$ cat src/rtl/switch_alloc.sv
// Wormhole switch allocator: per-output round-robin grant with head-to-tail locking and downstream credit tracking.
// Latency 0 (grants are combinational from inputs and state); an output stalls while its credit count is zero or its owner is idle.
module switch_alloc #(
  parameter int NPORT   = 5,
  parameter int CREDITS = 4,
  parameter int CW      = 3
) (
  input  logic                   clk,
  input  logic                   rst_n,
  input  logic [NPORT-1:0]       req_valid,
  input  logic [NPORT*NPORT-1:0] req_port,
  input  logic [NPORT-1:0]       req_tail,
  input  logic [NPORT-1:0]       credit_in,
  output logic [NPORT-1:0]       rd_en,
  output logic [NPORT*NPORT-1:0] sel,
  output logic [NPORT-1:0]       out_valid,
  output logic [NPORT-1:0]       busy,
  output logic                   credit_err
);

  localparam int PW = $clog2(NPORT);

  typedef logic [NPORT-1:0] vec_t;

  function automatic vec_t lowest_one(input vec_t v);
    return v & (~v + vec_t'(1));
  endfunction

  // (p + k) mod NPORT for p < NPORT and k < NPORT
  function automatic logic [PW-1:0] next_idx(input logic [PW-1:0] p, input int k);
    int s;
    s = int'(p) + k;
    if (s >= NPORT) s = s - NPORT;
    return PW'(s);
  endfunction

  logic [NPORT-1:0] lock;
  logic [PW-1:0]    owner [NPORT];
  logic [PW-1:0]    ptr   [NPORT];
  logic [CW-1:0]    cred  [NPORT];
  logic             err_q;

  vec_t             want  [NPORT];
  vec_t             elig  [NPORT];
  vec_t             pick  [NPORT];
  vec_t             grant [NPORT];
  logic [PW-1:0]    win   [NPORT];
  logic [NPORT-1:0] win_tail;

  // want[i] is the single output input i asks for; elig[o] is the transposed view
  always_comb begin
    for (int i = 0; i < NPORT; i++) begin
      want[i] = req_valid[i] ? lowest_one(req_port[i*NPORT +: NPORT]) : '0;
    end
    for (int o = 0; o < NPORT; o++) begin
      elig[o] = '0;
      for (int i = 0; i < NPORT; i++) begin
        elig[o][i] = want[i][o];
      end
    end
  end

  always_comb begin
    for (int o = 0; o < NPORT; o++) begin
      pick[o]     = '0;
      grant[o]    = '0;
      win[o]      = '0;
      win_tail[o] = 1'b0;
      // a locked output listens only to its owner, even if others hold head flits
      if (lock[o]) begin
        pick[o][owner[o]] = elig[o][owner[o]];
      end else begin
        for (int k = 0; k < NPORT; k++) begin
          if (pick[o] == '0 && elig[o][next_idx(ptr[o], k)]) begin
            pick[o][next_idx(ptr[o], k)] = 1'b1;
          end
        end
      end
      if (rst_n && cred[o] != '0) begin
        grant[o] = pick[o];
      end
      for (int i = 0; i < NPORT; i++) begin
        if (grant[o][i]) begin
          win[o]      = PW'(i);
          win_tail[o] = req_tail[i];
        end
      end
    end
  end

  always_comb begin
    rd_en     = '0;
    sel       = '0;
    out_valid = '0;
    for (int o = 0; o < NPORT; o++) begin
      sel[o*NPORT +: NPORT] = grant[o];
      out_valid[o]          = |grant[o];
      rd_en                 = rd_en | grant[o];
    end
  end

  assign busy       = rst_n ? lock : '0;
  assign credit_err = rst_n & err_q;

  always_ff @(posedge clk or negedge rst_n) begin
    if (!rst_n) begin
      lock  <= '0;
      err_q <= 1'b0;
      for (int o = 0; o < NPORT; o++) begin
        owner[o] <= '0;
        ptr[o]   <= '0;
        cred[o]  <= CW'(CREDITS);
      end
    end else begin
      for (int o = 0; o < NPORT; o++) begin
        if (|grant[o]) begin
          // a returning credit cancels the one spent by this grant
          if (!credit_in[o]) cred[o] <= cred[o] - 1'b1;
          if (win_tail[o]) begin
            lock[o] <= 1'b0;
            ptr[o]  <= next_idx(win[o], 1);
          end else begin
            lock[o]  <= 1'b1;
            owner[o] <= win[o];
          end
        end else if (credit_in[o]) begin
          if (cred[o] == CW'(CREDITS)) err_q <= 1'b1;
          else                         cred[o] <= cred[o] + 1'b1;
        end
      end
    end
  end

endmodule

$ cat config.mk
export PLATFORM = sky130hd
export DESIGN_NAME = switch_alloc
export DESIGN_NICKNAME = d
export VERILOG_FILES = /design/src/rtl/switch_alloc.sv
export SDC_FILE = /design/constraint.sdc
export NUM_CORES = 1
export LEC_CHECK = 0
export ABC_AREA = 1
export BUFFER_PORTS_ARGS = -buffer_cell sky130_fd_sc_hd__buf_2
export CORE_ASPECT_RATIO = 1.75
export CORE_MARGIN = 2
export CORE_UTILIZATION = 48
export CTS_CLUSTER_DIAMETER = 30
export CTS_CLUSTER_SIZE = 40
export DETAILED_ROUTE_END_ITERATION = 6
export GPL_TIMING_DRIVEN = 0
export PLACE_DENSITY = 0.66
export SLEW_MARGIN = 20
export SYNTH_ARGS = -nofsm -noshare
export SYNTH_HDL_FRONTEND = slang
export SYNTH_SLANG_ARGS = --single-unit
$ cat constraint.sdc
create_clock -name clk -period 10.05 [get_ports clk]
set_input_delay 1.005 -clock clk [delete_from_list [all_inputs] [get_ports clk]]
set_output_delay 1.005 -clock clk [all_outputs]
set_load 0.005 [all_outputs]
# After elaboration in Yosys (flattened, before gate mapping)
# Index checks and enable logic that the tools add are counted.
# op_classes
addsub	70
magnitude_cmp	115
n_eq_ne	15
muxes	371
n_bitwise	45
reduce_logical	105
# ops
operator	count
3-bit two-way mux	140
5-bit two-way mux	61
3-bit by 4-bit < comparator with 1-bit output, second input constant	55
5-bit OR	24
1-bit two-way mux	110
4-bit by 3-bit >= comparator with 1-bit output, second input constant	25
5-bit logical NOT	20
1-bit binary-select mux with 3-bit select	30
1-bit demux with 3-bit select	30
3-bit by 1-bit >= comparator with 1-bit output, second input constant	30
3-bit subtractor, second input constant	30
1-bit logical AND	55
5-bit bitwise AND	10
3-bit by 1-bit adder with 4-bit output, second input constant	10
3-bit by 2-bit adder with 4-bit output, second input constant	10
5-bit by 1-bit adder with 5-bit output, second input constant	5
5-bit inverter	5
5-bit OR reduction	5
3-bit by 3-bit adder with 4-bit output, second input constant	5
2-bit inequality test, second input constant	10
2-bit AND reduction	10
3-bit by 1-bit adder with 3-bit output, second input constant	5
3-bit equality test, second input constant	5
3-bit >= comparator, second input constant	5
6 further kinds	26
# word_totals
register_bits	51
output_inout_bits	41
wordCells	742

# Longest topological paths before layout
# depth
ltp_word	73
depth_mapped	41
mapped_depth_nobuf	41

# Worst setup path after synthesis
# No wires, ideal clock.
# synth_path
kind	register -> output
from	reg ptr[3] (netlist bit)
to	out rd_en[4]
t_arrival_ps	3585
required_time_ps	9045
slack_ps	5460
stages_incl_launch_ff	28
n_path_buf	1
path_cell_list	dfrtp_1 -> buf_6 -> inv_2 -> ha_1 -> inv_1 -> fa_1 -> nor2_1 -> nor2_4 -> xor2_2 -> nand2_1 -> nor2_1 -> inv_1 -> o21ai_1 -> inv_1 -> nand4_1 -> nor2_4 -> nand4_1 -> nand2_1 -> nor2_4 -> nand3_2 -> o21ai_1 -> nor2_2 -> nand3_1 -> nand2_1 -> nand2_2 -> inv_1 -> nor4_1 -> nand2_1
# synth_via
elab_chain_len	29
elab_cells_between_ends	94
# synth_rtl
element	line_no	source
from (decl)	39	logic [PW-1:0] ptr [NPORT];
from (signal, indexed assignment)	121	ptr[o] <= next_idx(win[o], 1);
parallel branches: the longest is 24 deep, another holds 3-bit by 1-bit adder with 4-bit output	-	
5-bit two-way mux *	74	if (pick[o] == '0 && elig[o][next_idx(ptr[o], k)]) begin
5-bit two-way mux *	70	if (lock[o]) begin
5-bit two-way mux *	79	if (rst_n && cred[o] != '0) begin
5-bit OR * (2 in a row)	98	rd_en = rd_en | grant[o];
to (decl)	14	output logic [NPORT-1:0] rd_en,
# Every way passes the cells marked *. The select of a mux whose other input is x is not followed.

# Worst setup path in the final report
# layout_path
from	reg ptr[12] (netlist bit)
to	out rd_en[1]
# layout_via
elab_chain_len	31
elab_cells_between_ends	96
# layout_rtl
element	line_no
parallel branches: the longest is 24 deep, another holds 3-bit by 1-bit adder with 4-bit output	-
5-bit two-way mux *	74
5-bit two-way mux *	70
5-bit two-way mux *	79
5-bit OR * (4 in a row)	98
# Marked as above.

==> run metrics <==
outcome=finished with violations; failing checks=design-rule violations; Post-Syn Area=10,000 µm²; Synth-to-Final Area Change=8.66%; Placement Rows=69; Yosys reg bits=51; synth top area cells=nand2_1 20%, dfrtp_1 11%, inv_1 11%; Slew @ Worst Pin=834 ps; Netlist cell types=53; clock slew at reported path FFs=70 ps; Core Box Area=20,400 µm²; share of the synthesized area in the top cell type=19.7%; Pre-antenna DRT Iters=7; Cells after Synth=1,776; largest net degree at the start of global routing=59; first-pass GRT wire length=51.3 mm; Routed wire per std cell=14.6 µm; Final Cell Area=10,900 µm²; worst-skew pair later-pin latency=300 ps; Num CTS Buffers=5; CP Launch Type=flop; placed cell areas=10,700 µm²; Synth Warn #=0; WP data arrival=5070 ps; count leader, synth=nand2_1; hold depth=2; final estimated routing congestion in global placement=0.950; top routing layer used=met4; number of enable flip-flop cells after synthesis=0; most frequent cells after synthesis=525 x nand2_1, 281 x inv_1, 196 x nor2_1, 139 x nand3_1, 101 x nand4_1; die area=22,100 µm²; CP max FO=10; final net count=1,960; Primary FF master, synth=dfrtp_1; Hold Crit Class=reg2reg; initial DRC count=695; R2R cell count=37; Sink Count=51; initial antenna violation count=1; # IOs=83; Final period util=60.4%; IO buf count=82; number of global-route vias before repair=11,195; Reg area=1280 µm²; Fin Clk Skew=6.25 ps; Seq/Total Area, Yosys=12.8%; share of cells above drive strength 1=15.6%; DRC=6; Starting Density=49.1%; CTS tree=built; area leader, netlist=nand2_1; Final ANT Viol Nets=0; die width=113 µm; routed vias=11,538; WL met3=1.56 mm; Post-Syn Nets=1,871; Max-Cap Viols=0; Required @ worst endpoint=9050 ps; setup bufs post-CTS=0; fill count=2,225; Fmax=165 MHz; Slew Limit Headroom=44.4%; WS Path Type=reg2out; wire length on met2=16.0 mm; Final Hold Fails=0; n_diodes=0; setup TNS=0 ps; gr ovfl total=0; Post-synth ARST share=100%; Pins Over Slew Limit=0; DR vias/cell=5.46; total routed wirelength=30.9 mm; post-CTS sizing=0; Worst Setup End Kind=output pin; Tot GR Track Use=28.3%; CTS root buffer=clkbuf_16; # H-tree levels=2; RSZ-0062 raised after global routing=no; Final setup viols=0; routed length on met1=11.4 mm; CTS Buffer Depth=2; HPWL Detailed=25.9 mm; average cell area after synthesis=5.64 µm²; R2R setup slack=4930 ps; # hold bufs at CTS=0; die span in y=195 µm; fin crit period=6080 ps; hold_ws=481 ps; area of the multi-input gates=7470 µm²
## sequential cells by signal, indices dropped and copies added, names as in the netlist
| name | flops |
|---|---|
| cred | 15 |
| err_q | 1 |
| lock | 5 |
| owner | 15 |
| ptr | 15 |
## cell usage in the layout, fill, tap and decap left out, drive strengths merged, types with 6 or more instances in the layout
| master | count |
|---|---|
| xor2 | 17 |
| nor2 | 242 |
| buf | 93 |
| a21oi | 49 |
| o21bai | 11 |
| o21ai | 94 |
| nor3 | 32 |
| a22oi | 7 |
| nand2 | 591 |
| nand4 | 102 |
| fa | 10 |
| nand3 | 158 |
| o22ai | 10 |
| dfrtp | 46 |
| ha | 43 |
| or2 | 6 |
| clkbuf | 10 |
| inv | 309 |
## metal layers
layer	track usage, %	up-vias
met5	0	-
met1	28.8	5190
met2	53.3	337
met4	17.5	0
li1	-	5889
met3	3.69	122
## worst max-delay path: stages, from the launching register on
cell	delay, ps
dfrtp_1	440
buf_4	210
inv_1	210
ha_1	200
inv_1	50
fa_1	410
nor2_1	160
nor2_1	100
xor2_1	260
nand2_1	130
o21ai_1	140
nand2_1	70
a21oi_1	130
nand3_1	90
nor2_2	170
nand3_1	120
o21bai_1	240
nor2_1	140
nand4_1	90
nand2_1	80
nor2_1	90
nand2_1	90
nand2_1	140
inv_1	120
nor3_1	580
nand3_1	130
buf_2	170
## logic make-up (layout without fill, tap and decap cells)
logic type / after synthesis / in the layout / share of synthesized area (%)
xor gates and xnor gates: 22 / 22 / 2.07
adders and majority gates: 53 / 53 / 7.37
AOI/OAI and AO/OA: 189 / 189 / 11.4
buffers and inverters: 325 / 415 / 12.6
DFF: 51 / 51 / 12.8
and+or+nand+nor: 1136 / 1136 / 53.8
## worst paths after layout
path,start,endpoint
max,ptr[12]$_DFFE_PN0P_,rd_en[1]
min,cred[2]$_DFFE_PN1P_,cred[2]$_DFFE_PN1P_
max reg2reg,ptr[6]$_DFFE_PN0P_,cred[8]$_DFFE_PN1P_
min reg2reg,cred[2]$_DFFE_PN1P_,cred[2]$_DFFE_PN1P_
max in group asynchronous,rst_n,cred[12]$_DFFE_PN0P_
min in group asynchronous,rst_n,ptr[6]$_DFFE_PN0P_
## stage by stage
step                      cells  utilization, %  setup WS [ps]
after global placement     2106            52.7           4320
final                      2114            53.4           3970
after global routing       2114            53.4           3600
after detailed placement   2106            52.7           4380
after floorplan            1776               -           5460
after CTS                  2114            53.4           4100
## cell type report
cell class / instances / share of cell area (%)
Timing Repair Buffer: 82 / 3.80
Tap cell: 248 / 2.85
Buffer: 16 / 0.920
Multi-Input combinational cell: 1400 / 68.6
Inverter: 309 / 10.7
Clock buffer: 5 / 1.15
Sequential cell: 51 / 11.8
Clock inverter: 3 / 0.173
Power is not shown: default switching activity piles up to over one toggle a cycle in this logic, so the estimate is an artifact.
